$ cat src/rtl/mac_job_arbiter.sv
// Round-robin arbiter sharing one multiply-accumulate datapath between two
// job requesters; each job is a length N followed by N operand pairs.
module mac_job_arbiter #(
  parameter int DATA_W = 8,
  parameter int ACC_W  = 16,
  parameter int LEN_W  = 4
) (
  input  logic              clock,
  input  logic              reset_n,
  input  logic              req0,
  input  logic [LEN_W-1:0]  len0,
  input  logic [DATA_W-1:0] a0,
  input  logic [DATA_W-1:0] b0,
  input  logic              valid0,
  output logic              ready0,
  output logic              gnt0,
  input  logic              req1,
  input  logic [LEN_W-1:0]  len1,
  input  logic [DATA_W-1:0] a1,
  input  logic [DATA_W-1:0] b1,
  input  logic              valid1,
  output logic              ready1,
  output logic              gnt1,
  output logic [ACC_W-1:0]  result,
  output logic              done,
  output logic              done_id,
  output logic              ovf,
  output logic              busy
);

  typedef enum logic [1:0] {IDLE, RUN, DONE} state_t;

  state_t             state, state_n;
  logic               owner;
  logic               last;
  logic [LEN_W-1:0]   cnt;
  logic [ACC_W-1:0]   acc;
  logic [ACC_W-1:0]   result_q;
  logic               done_id_q;
  logic               ovf_q;

  logic               win;
  logic [LEN_W-1:0]   win_len;
  logic               sel_valid;
  logic [DATA_W-1:0]  sel_a, sel_b;
  logic [2*DATA_W-1:0] prod;
  logic [ACC_W:0]     sum;

  // On a tie the channel not served last wins; `last` resets to 1 so ch0 goes first.
  always_comb begin
    win       = (req0 && req1) ? ~last : req1;
    win_len   = win ? len1 : len0;
    sel_valid = owner ? valid1 : valid0;
    sel_a     = owner ? a1 : a0;
    sel_b     = owner ? b1 : b0;
    prod      = sel_a * sel_b;
    sum       = {1'b0, acc} + (ACC_W+1)'(prod);
  end

  always_comb begin
    state_n = state;
    gnt0    = 1'b0;
    gnt1    = 1'b0;
    ready0  = 1'b0;
    ready1  = 1'b0;
    done    = 1'b0;
    case (state)
      IDLE: begin
        if (req0 || req1)
          state_n = (win_len != '0) ? RUN : DONE;
      end
      RUN: begin
        gnt0   = ~owner;
        gnt1   = owner;
        ready0 = ~owner;
        ready1 = owner;
        if (sel_valid && cnt == LEN_W'(1))
          state_n = DONE;
      end
      DONE: begin
        done    = 1'b1;
        state_n = IDLE;
      end
      default: state_n = IDLE;
    endcase
  end

  always_ff @(posedge clock) begin
    if (!reset_n) begin
      state     <= IDLE;
      owner     <= 1'b0;
      last      <= 1'b1;
      cnt       <= '0;
      acc       <= '0;
      result_q  <= '0;
      done_id_q <= 1'b0;
      ovf_q     <= 1'b0;
    end else begin
      state <= state_n;
      case (state)
        IDLE: begin
          if (req0 || req1) begin
            owner <= win;
            cnt   <= win_len;
            acc   <= '0;
            ovf_q <= 1'b0;
            if (win_len == '0) begin
              result_q  <= '0;
              done_id_q <= win;
            end
          end
        end
        RUN: begin
          if (sel_valid) begin
            acc <= sum[ACC_W-1:0];
            cnt <= cnt - LEN_W'(1);
            if (sum[ACC_W])
              ovf_q <= 1'b1;
            // Result is published on the final beat so it is valid during DONE.
            if (cnt == LEN_W'(1)) begin
              result_q  <= sum[ACC_W-1:0];
              done_id_q <= owner;
            end
          end
        end
        DONE: last <= owner;
        default: ;
      endcase
    end
  end

  assign result  = result_q;
  assign done_id = done_id_q;
  assign ovf     = ovf_q;
  assign busy    = (state != IDLE);

endmodule

$ cat config.mk
export PLATFORM = sky130hd
export DESIGN_NAME = mac_job_arbiter
export DESIGN_NICKNAME = d
export VERILOG_FILES = /design/src/rtl/mac_job_arbiter.sv
export SDC_FILE = /design/constraint.sdc
export NUM_CORES = 1
export LEC_CHECK = 0
export CAP_MARGIN = 20
export CORE_AREA = 2 2 115 117
export DETAILED_ROUTE_END_ITERATION = 7
export DIE_AREA = 0 0 117 119
export PLACE_DENSITY = 0.58
export SYNTH_ARGS = -nofsm -noshare
export SYNTH_HDL_FRONTEND = slang
export SYNTH_SLANG_ARGS = --single-unit
$ cat constraint.sdc
create_clock -name clock -period 5.25 [get_ports clock]
set_input_delay 1.05 -clock clock [delete_from_list [all_inputs] [get_ports clock]]
set_output_delay 1.05 -clock clock [all_outputs]
set_load 0.03 [all_outputs]
==> results of run 1 <==
[worst max-delay path by stage]
| stage | start | endpoint | slack [ns] | cells after the start |
|---|---|---|---|---|
| after floorplan | b0[7] | result[14] | 0.004 | 15 |
| after global placement | a0[4] | result[14] | -0.66 | 16 |
| after detailed placement | b1[4] | result[14] | -0.69 | 17 |
| after CTS | b1[3] | result[14] | 0.001 | 17 |
| after global routing | b0[6] | result[14] | -0.009 | 17 |
| final | b0[6] | result[14] | 0.09 | 17 |
[kinds of logic after synthesis]
logic type / after synthesis / synth area share, %
simple gates: 184 / 18.9
mux: 24 / 5.48
buf+inv: 122 / 10.3
flops: 42 / 18.4
fa+ha+maj: 89 / 32.8
compound gates: 81 / 12.7
xor+xnor: 7 / 1.34
[area by class of cell]
class | count | share of cell area, %
clock inverters | 1 | 0.0764
repair buffers | 148 | 19.5
well taps | 176 | 3.36
clock buffers | 7 | 2.18
inverters | 104 | 5.96
multi-input cells | 385 | 56.1
flip-flops and latches | 42 | 12.8
[synthesized netlist by cell type, types with 2 or more instances]
cell type | n | share of area (%)
a211oi_1 | 3 | 0.49
a21o_1 | 8 | 1.3
a21oi_1 | 26 | 2.9
a22oi_1 | 4 | 0.66
a31o_2 | 2 | 0.38
a31oi_1 | 2 | 0.27
a32oi_1 | 7 | 1.3
and2_1 | 2 | 0.27
and3_1 | 4 | 0.55
buf_2 | 2 | 0.22
buf_4 | 3 | 0.49
clkbuf_1 | 13 | 1.1
dfxtp_1 | 42 | 18
fa_1 | 51 | 22
ha_1 | 38 | 10
inv_1 | 103 | 8.5
mux2_2 | 8 | 2.0
mux2i_1 | 16 | 3.5
nand2_1 | 43 | 3.5
nand2b_1 | 16 | 2.2
nand3_1 | 17 | 1.9
nand4_1 | 3 | 0.41
nor2_1 | 62 | 5.1
nor2b_1 | 9 | 1.2
nor3_1 | 11 | 1.2
nor4_1 | 3 | 0.41
o21ai_0 | 9 | 0.99
o311ai_0 | 2 | 0.38
o31a_1 | 2 | 0.38
or2_2 | 5 | 0.69
or3_1 | 3 | 0.41
or3_2 | 3 | 0.49
or4_1 | 2 | 0.33
xnor2_1 | 2 | 0.38
xor2_1 | 5 | 0.96
[where the power goes]
part | switching [W] | internal [W]
Sequential | 0.0000494 | 0.000379
Clock | 0.000129 | 0.000189
Combinational | 0.00160 | 0.00159
[per-layer routing]
layer	vias to the layer above	GRT usage, %
met5	-	0
met4	0	6.18
met2	97	28.9
met1	1978	24.0
met3	19	1.78
li1	2067	-
[registers in the layout, summed over array words and instances, names as in the netlist]
register / count
acc: 16
cnt: 4
done_id: 1
last: 1
ovf: 1
owner: 1
result: 16
state: 2
[worst max-delay path, delay by kind of cell]
| family | cells | cell delay (ns) |
|---|---|---|
| muxes | 1 | 0.22 |
| buffers and inverters | 4 | 0.43 |
| adders and majority gates | 5 | 2.22 |
| AOI/OAI and AO/OA | 4 | 0.91 |
| and+or+nand+nor | 3 | 0.57 |
[stage by stage]
stage          hold WS (ns)  power [W]   TNS, ns  setup slack (ns)
6_report              0.462    0.00393         0            0.0863
3_5_place_dp          0.454    0.00310     -7.42            -0.695
3_3_place_gp          0.446    0.00309     -7.17            -0.656
2_1_floorplan         0.436    0.00222         0           0.00448
5_1_grt               0.482    0.00432  -0.00857          -0.00857
4_1_cts               0.463    0.00379         0           0.00147
[timing repair]
action / in CTS / in global routing
setup endpoints to repair: 15 / 13
gates resized for setup: 98 / 60
buffers inserted: 23 / 5
pin swaps: 45 / 34
==> flow_summary.json, run 1 <==
{
  "clk_latency_ns": 0.29,
  "setup.worst_path.start_class": "input pin",
  "ys_seq_area_share_pct": 18.4,
  "arrival_ns": 5.40,
  "hold_end": "result[2]",
  "grt_pass1_wl_um": 19700,
  "initial_core_util_pct": 35.4,
  "postLayoutCoreUtil_pct": 50.9,
  "ys_types": 53,
  "max_cap_violations": 0,
  "leakagePower_nw": 3.00,
  "clock_sinks": 42,
  "path_common_cell": "fa_1",
  "syn_area_mm2": 0.00456,
  "top_layer": "met4",
  "grt_max_degree": 34,
  "synth_async_sr_flop_share_pct": 0,
  "drt_iter0_drc": 162,
  "worst_setup_path_end_kind": "register",
  "final_common_cell": "inv_1",
  "ff2ff_path_depth": 17,
  "fin_cells": 863,
  "path_clk_slew_ns": 0.06,
  "numCtsBuffers": 5,
  "row_count": 42,
  "r2r_end": "result[14]",
  "peakVddDrop_uv": 296,
  "maxSlewViolCount": 0,
  "synth.avg_cell_area_um2": 8.31,
  "grt-ovfl-total": 0,
  "nNetsFinal": 821,
  "synthCells": 549,
  "dpl_cell_area_mm2": 0.00598,
  "worstHoldPathType": "reg2reg",
  "fmax_mhz": 194,
  "fin_area_mm2": 0.00655,
  "antenna_found_initial": 0,
  "area_delta_synth_final_pct": 43.6,
  "route.met2.wl_um": 5400,
  "path_class": "in2reg",
  "hp-start": "result[2]",
  "io_pins": 70,
  "skew_ns": 0.00430,
  "antenna_left": 0,
  "wl_met1_um": 5510,
  "regArea_um2": 842,
  "min_delay_path_depth": 2,
  "dieWidth_um": 117,
  "critPathMaxStageDelay_ns": 0.52,
  "setup_violations": 0,
  "synth-edff-count": 0,
  "clockBufferDepth": 2,
  "crit_fanout": 5,
  "dr_wl_met3_um": 482,
  "tightest_slew_ns": 0.880,
  "drc": 0,
  "grt_pass1_vias": 4189,
  "die_h_um": 119,
  "cts_tree": "built",
  "timing.rr.start": "owner",
  "cp_cell_sequence": "clkdlybuf4s15_2 -> mux2i_4 -> buf_4 -> nor2_1 -> fa_1 -> fa_1 -> fa_1 -> inv_2 -> fa_1 -> inv_2 -> ha_4 -> a21o_1 -> a31o_1 -> a21o_1 -> a221o_1 -> or4_1 -> nand3_1",
  "routed_wl_um": 11700,
  "n_antenna_cell": 0,
  "dp_cells": 827,
  "port_buffers": 69,
  "period_minus_slack_ns": 5.16,
  "fin_crit_sh_pct": 98.4,
  "cts_hold_buf": 0,
  "vias": 4161,
  "htreeDepth": 2,
  "max_slew_margin_pct": 41.4,
  "powerDensity_mw_per_mm2": 600,
  "status": "finished, final reports clean",
  "drt_first_pass_iters": 4,
  "drive_gt1_share_pct": 27.4,
  "fillers": 1213,
  "layout_common_cells": "inv_1 (90), buf_4 (65), nor2_1 (61), fa_1 (47), dfxtp_1 (41)",
  "core_mm2": 0.0129,
  "dpl.hpwl_um": 9090,
  "wl_per_cell_um": 13.5,
  "required_ns": 5.48,
  "synth_flop_cell": "dfxtp_1",
  "ys_ff_latch": 42,
  "grt_usage_pct": 17.6,
  "reg2reg_slack_ns": 0.19,
  "cts-root-buf": "clkbuf_16",
  "place.gp.congestion": 0.805,
  "multi_input_area_mm2": 0.00368,
  "critical_path.slowest_cell": "fa_1",
  "die_area_mm2": 0.0139,
  "synth_nets": 684,
  "hold_viol_final": 0,
  "vias_per_cell": 4.82,
  "ys_warn_count": 0
}
No activity file was read; power rests on OpenSTA's default activity.
==> run 2, diff against run 1 <==
--- a/config.mk
+++ b/config.mk
@@ -9,6 +9,7 @@
 export CORE_AREA = 2 2 115 117
 export DETAILED_ROUTE_END_ITERATION = 7
 export DIE_AREA = 0 0 117 119
+export HOLD_SLACK_MARGIN = 0.12
 export PLACE_DENSITY = 0.58
 export SYNTH_ARGS = -nofsm -noshare
 export SYNTH_HDL_FRONTEND = slang
==> results of run 2 <==
The final DEF is identical to that of run 1; final timing and power are the same.
==> run 3, diff against run 2 <==
--- a/config.mk
+++ b/config.mk
@@ -11,6 +11,7 @@
 export DIE_AREA = 0 0 117 119
 export HOLD_SLACK_MARGIN = 0.12
 export PLACE_DENSITY = 0.58
+export SLEW_MARGIN = 20
 export SYNTH_ARGS = -nofsm -noshare
 export SYNTH_HDL_FRONTEND = slang
 export SYNTH_SLANG_ARGS = --single-unit
==> results of run 3 <==
The final DEF is identical to that of run 1; final timing and power are the same.
